$ cat src/rtl/prog_counter_stack.sv
// Fetch-stage program counter with relative branch, absolute jump and
// call/return through a small hardware return-address stack.
module prog_counter_stack #(
  parameter int              PC_W      = 8,
  parameter int              OFF_W     = 6,
  parameter int              STK_DEPTH = 4,
  parameter logic [PC_W-1:0] RST_VEC   = '0
) (
  input  logic             Clk,
  input  logic             Rst,
  input  logic             Cen,
  input  logic             Branch,
  input  logic [OFF_W-1:0] Offset,
  input  logic             Jump,
  input  logic             Call,
  input  logic             Ret,
  input  logic [PC_W-1:0]  Target,
  output logic [PC_W-1:0]  PCOut,
  output logic             StkFull,
  output logic             StkEmpty,
  output logic             StkErr
);

  localparam int SP_W  = $clog2(STK_DEPTH + 1);
  localparam int IDX_W = (STK_DEPTH > 1) ? $clog2(STK_DEPTH) : 1;

  logic [PC_W-1:0]  pc_q, pc_d;
  logic [SP_W-1:0]  sp_q, sp_d;
  logic             err_q, err_d;
  logic             push;
  logic [PC_W-1:0]  pc_inc;
  logic [IDX_W-1:0] wr_idx, rd_idx;
  logic [PC_W-1:0]  stk_q [STK_DEPTH];

  function automatic logic [PC_W-1:0] sext_off(input logic [OFF_W-1:0] off);
    logic signed [OFF_W-1:0] s;
    s = off;
    return PC_W'(s);
  endfunction

  assign pc_inc   = pc_q + PC_W'(1);
  assign wr_idx   = IDX_W'(sp_q);
  assign rd_idx   = IDX_W'(sp_q - SP_W'(1));
  assign StkFull  = (sp_q == SP_W'(STK_DEPTH));
  assign StkEmpty = (sp_q == '0);
  assign StkErr   = err_q;
  assign PCOut    = pc_q;

  // A faulting Ret/Call still consumes the cycle, so lower requests are dropped.
  always_comb begin
    pc_d  = pc_q;
    sp_d  = sp_q;
    err_d = err_q;
    push  = 1'b0;
    if (Cen) begin
      if (Ret) begin
        if (!StkEmpty) begin
          pc_d = stk_q[rd_idx];
          sp_d = sp_q - SP_W'(1);
        end else begin
          pc_d  = pc_inc;
          err_d = 1'b1;
        end
      end else if (Call) begin
        if (!StkFull) begin
          push = 1'b1;
          pc_d = Target;
          sp_d = sp_q + SP_W'(1);
        end else begin
          pc_d  = pc_inc;
          err_d = 1'b1;
        end
      end else if (Jump) begin
        pc_d = Target;
      end else if (Branch) begin
        pc_d = pc_q + sext_off(Offset);
      end else begin
        pc_d = pc_inc;
      end
    end
  end

  always_ff @(posedge Clk) begin
    if (!Rst) begin
      pc_q  <= RST_VEC;
      sp_q  <= '0;
      err_q <= 1'b0;
    end else begin
      pc_q  <= pc_d;
      sp_q  <= sp_d;
      err_q <= err_d;
    end
  end

  // Stack contents are don't-care after reset; only the pointer is cleared.
  always_ff @(posedge Clk) begin
    if (Rst && push) stk_q[wr_idx] <= pc_inc;
  end

endmodule

$ cat config.mk
export PLATFORM = sky130hd
export DESIGN_NAME = prog_counter_stack
export DESIGN_NICKNAME = d
export VERILOG_FILES = /design/src/rtl/prog_counter_stack.sv
export SDC_FILE = /design/constraint.sdc
export NUM_CORES = 1
export LEC_CHECK = 0
export CORE_UTILIZATION = 47
export CTS_CLUSTER_DIAMETER = 100
export DETAILED_ROUTE_END_ITERATION = 8
export GPL_TIMING_DRIVEN = 1
export PLACE_DENSITY = 0.72
export SKIP_CTS_REPAIR_TIMING = 1
export SLEW_MARGIN = 20
export SYNTH_ARGS = -nofsm -noshare
export SYNTH_HDL_FRONTEND = slang
export SYNTH_SLANG_ARGS = --single-unit
$ cat constraint.sdc
create_clock -name Clk -period 4.5 [get_ports Clk]
set_input_delay 0.45 -clock Clk [delete_from_list [all_inputs] [get_ports Clk]]
set_output_delay 0.45 -clock Clk [all_outputs]
set_load 0.05 [all_outputs]
* After elaboration in Yosys (flattened, before gate mapping)
Memory sizes are Yosys's and may differ from the RTL's.
Index checks and enable logic that the tools add are counted.
** Word-level totals
- Output and inout bits :: 11
- RAM bits :: 32
- Memories :: 1
- Register bits after elaboration :: 12
- Bits of input ports :: 21
- Word-level logic and storage cells :: 38
** Operators by class
- Reductions and logical operators :: 6
- Add/sub/neg operators :: 4
- Eq/ne operators :: 4
- Mux-type cells :: 20
** Memories
- stk_q :: words 4, width 8, rd ports 1, clocked after memory_dff 0, write ports 1, line 33 : logic [PC_W-1:0] stk_q [STK_DEPTH];
** Operators with widths (count)
- two-way mux 8 bit :: 6
- two-way mux 3 bit :: 4
- two-way mux 1 bit :: 10
- adder 8 x 1 -> 8 bit, second input constant :: 1
- adder 8 bit :: 1
- AND reduction 4 bit :: 2
- != test 2 bit, second input constant :: 2
- nonzero test 2 bit :: 2
- adder 3 x 1 -> 3 bit, second input constant :: 1
- == test 3 bit, second input constant :: 1
- zero test 3 bit :: 1
- subtractor 3 x 1 -> 3 bit, second input constant :: 1
- != test 2 x 1 -> 1 bit, second input constant :: 1
- logical AND 1 bit :: 1

* Depth between registers and ports, before layout
- Depth in word-level cells :: 8
- Depth in mapped cells :: 9
- Depth with buffers taken out :: 8

* Worst setup path after synthesis
Ideal clock, no wire load.
- Path type :: register to register
- Start point :: reg pc_q[1] (netlist: PCOut[1])
- End point :: reg pc_q[7] (netlist: PCOut[7])
- Arrival time :: 2.138 ns
- Period minus slack after synthesis :: 2.258 ns
- Data required time :: 4.380 ns
- Stages on the path, launching flop included :: 7
- Setup time :: 0.120 ns
- Path buffers :: 0
- Path slack :: 2.242 ns
- Cell sequence :: dfxtp_1 > ha_1 > a211oi_2 > o21ai_1 > a2111oi_2 > nor4bb_1 > o31a_1
** Between the ends
- Longest elaborated chain between the ends :: 5
- Elaborated cells between the ends (all ways) :: 8
- Those cells by class :: 2 x add/sub; 6 x mux
** RTL lines
- from (decl) :: line 27 : logic [PC_W-1:0] pc_q, pc_d;
- from (signal assigned) :: line 89 : pc_q <= pc_d;
- adder 8 x 1 -> 8 bit or adder 8 bit (tied branches) :: line 41, 76
- two-way mux 8 bit :: line 75 : end else if (Branch) begin
- two-way mux 8 bit :: line 73 : end else if (Jump) begin
- two-way mux 8 bit :: line 64 : end else if (Call) begin
- two-way mux 8 bit (*) :: line 56 : if (Ret) begin
Mark *: on every way between the ends. The rest lies on a longest branch, timed or not.
A chain may end at the register's enable or synchronous reset.

* Worst setup path in the final report
- Start point :: reg sp_q[0]
- End point :: out StkEmpty
** Between the ends
- Longest elaborated chain between the ends :: 1
** RTL lines
- from (decl) :: line 28 : logic [SP_W-1:0] sp_q, sp_d;
- from (signal assigned) :: line 90 : sp_q <= sp_d;
- zero test 3 bit :: line 45 : assign StkEmpty = (sp_q == '0);
- to (decl) :: line 20 : output logic StkEmpty,
No other way between the ends.

==> impl_metrics.tcl <==
set metrics [dict create \
    nNetsFinal 298 \
    rsz0062_at_grt "no" \
    slew_headroom_pct 48.4 \
    grt_pass1_vias 1955 \
    hold_slack_ns 0.496 \
    vias 2061 \
    cts_root_buf "clkbuf_8" \
    synth_area_um2 2630 \
    syn2layout_area_growth_pct 15.7 \
    final_util_pct 58.1 \
    clock_latency_ns 0.29 \
    synth_adder_area_share_pct 6.95 \
    post-place-ws_ns 1.74 \
    critPathCaptureType "primary output" \
    total_power_mw 0.985 \
    yosysTopAreaCell "edfxtp_1" \
    cts_made_buffers 5 \
    cts_buffer_depth 2 \
    slowest_stage "dfxtp_1" \
    htree_levels 2 \
    syn_area_per_cell_um2 11.2 \
    worstReg2RegStart "sp_q[0]" \
    drv_cap 0 \
    multi_input_area_um2 1310 \
    finalHoldViolCount 0 \
    synth_top_area_share_pct 36.5 \
    synthFlopType "edfxtp_1" \
    ys_async_sr_fraction_pct 0 \
    drive_gt1_share_pct 7.20 \
    fin_crit_ns 3.02 \
    setup_tns_ns 0 \
    via_per_inst 6.17 \
    post-dp-hpwl_mm 4.68 \
    status "finished, final reports clean" \
    synth_compound_area_share_pct 18.0 \
    syn_nets 270 \
    synthMuxAreaShare_pct 9.56 \
    track_usage_pct 23.0 \
    clock-sinks 44 \
    place_inst 326 \
    mostFrequentLayoutCells "edfxtp_1, clkdlybuf4s50_1, nor2_1" \
    chipWidth_um 76.8 \
    drt-pass1-iter-count 5 \
    synth_top_family_by_area "compound AO/OA/AOI/OAI gates" \
    critPathCapture "StkEmpty" \
    ant_nets 0 \
    setup-violations-final 0 \
    peakVddDrop_mv 0.239 \
    cp_common_cell "inv_1" \
    critPathArrivalTime_ns 2.57 \
    maxSlewViolCount 0 \
    p_per_area_nw_per_um2 324 \
    ioPinCount 32 \
    wirelength_mm 6.25 \
    finalCritPeriodShare_pct 67.0 \
    path_clk_slew_ns 0.08 \
    startpoint "sp_q[0]" \
    final_cells 334 \
    gr-total-overflow 0 \
    grt_pass1_wl_mm 10.3 \
    cp_max_fo 11 \
    num_rows 26 \
    r2r_slack_ns 1.76 \
    crit_required_ns 4.05 \
    antenna_found_initial 0 \
    dieArea_um2 5900 \
    grt_start_max_net_pins 15 \
    clock.fmax_mhz 331 \
    dpl-instance-area_um2 2960 \
    synth_edf_count 32 \
    synth_seq_cells 44 \
    cp_cell_sequence "inv_1 -> ha_1 -> nand2b_1 -> inv_1 -> clkdlybuf4s50_1" \
    cpPeakStageDelay_ns 0.71 \
    regArea_um2 1200 \
    dieHeight_um 76.8 \
    antenna_cells 0 \
    mostFrequentLayoutCell "edfxtp_1" \
    port_buffers 31 \
    min_from "StkErr" \
    fin_skew_ns 0.00620 \
    finish.instance_area_um2 3040 \
    first_iter_violations 197 \
    synth-xor-area-share_pct 2.66 \
    leakagePower_nw 1.09 \
    synth_seq_area_share_pct 45.7 \
    yosysUniqueCellTypes 50 \
    nFillCells 453 \
    synth_area_leaders "edfxtp_1, dfxtp_1, mux4_2" \
    crit_path_start_kind "flop" \
    setup_slack_ns 1.48 \
    drcViolationCount 0 \
    start_util_pct 50.2 \
    cts_tree "yes" \
    rr_worst_depth 6 \
    crit_type "reg -> out" \
    worst_pin_slew_ns 0.769 \
    r2r_end "stk_q[0][3]" \
    synth-simple-area-share_pct 12.5 \
    coreArea_um2 5240 \
    avgRoutedWirePerCell_um 18.7 \
    synthCells 235 \
    yosys_warnings 0 \
    worstHoldPathType "reg -> reg" \
    gp_congestion 0.837 \
]
==> routing by layer <==
layer	part of all wire (%)	vias up	global-route usage [%]
met4	0.46	0	5.19
met3	8.2	4	4.05
met5	0	-	0
li1	-	956	-
met1	48	1001	35.7
met2	44	100	32.9
==> layout make-up <==
type | instances | share of cell area [%]
clock buffers | 6 | 2.38
clock inverters | 2 | 0.370
inverters | 15 | 1.85
multi-input cells | 166 | 42.9
flip-flops and latches | 44 | 39.5
well taps | 70 | 2.88
repair buffers | 31 | 10.2
==> worst min-delay path by stage <==
stage	cells past startpoint	slack, ns	endpoint
final	2	0.50	StkErr
after floorplan	2	0.52	sp_q[1]
after detailed placement	2	0.47	StkErr
after global placement	2	0.48	StkErr
after global routing	2	0.52	StkErr
after CTS	2	0.51	StkErr
==> synth_stat cells, drive strengths merged (4+ instances only) <==
master / count
dfxtp: 12
mux4: 8
o21a: 8
o21ai: 17
nand3: 6
buf: 7
a21oi: 6
and2: 7
ha: 13
a211oi: 7
mux2i: 6
o211ai: 5
xnor2: 4
edfxtp: 32
nor2b: 5
xor2: 4
nor3: 4
nor2: 16
nand2: 7
nand2b: 6
inv: 15
==> critical path: cells and delay by family, from the launching register on <==
family                     cells  cell delay [ns]
adders and majority gates      1             0.30
and+or+nand+nor                1             0.25
buffers and inverters          3             1.01
DFF                            1             0.71
==> state kept, by name, indices dropped and copies added, names as in the netlist <==
name	count
PCOut	8
StkErr	1
sp_q	3
stk_q	32
==> where the power goes <==
part	internal, mW	switching, mW	leakage [nW]	total [mW]
clock network	0.108	0.126	0.0388	0.234
registers	0.453	0.0233	0.392	0.477
logic	0.113	0.162	0.655	0.275
total	0.674	0.311	1.09	0.985
==> kinds of logic after synthesis <==
group           after synthesis
xor+xnor                      8
compound gates               67
fa+ha+maj                    14
buf+inv                      25
mux                          15
flops                        44
simple gates                 62
Note: power is estimated with default switching activity, not from simulation.
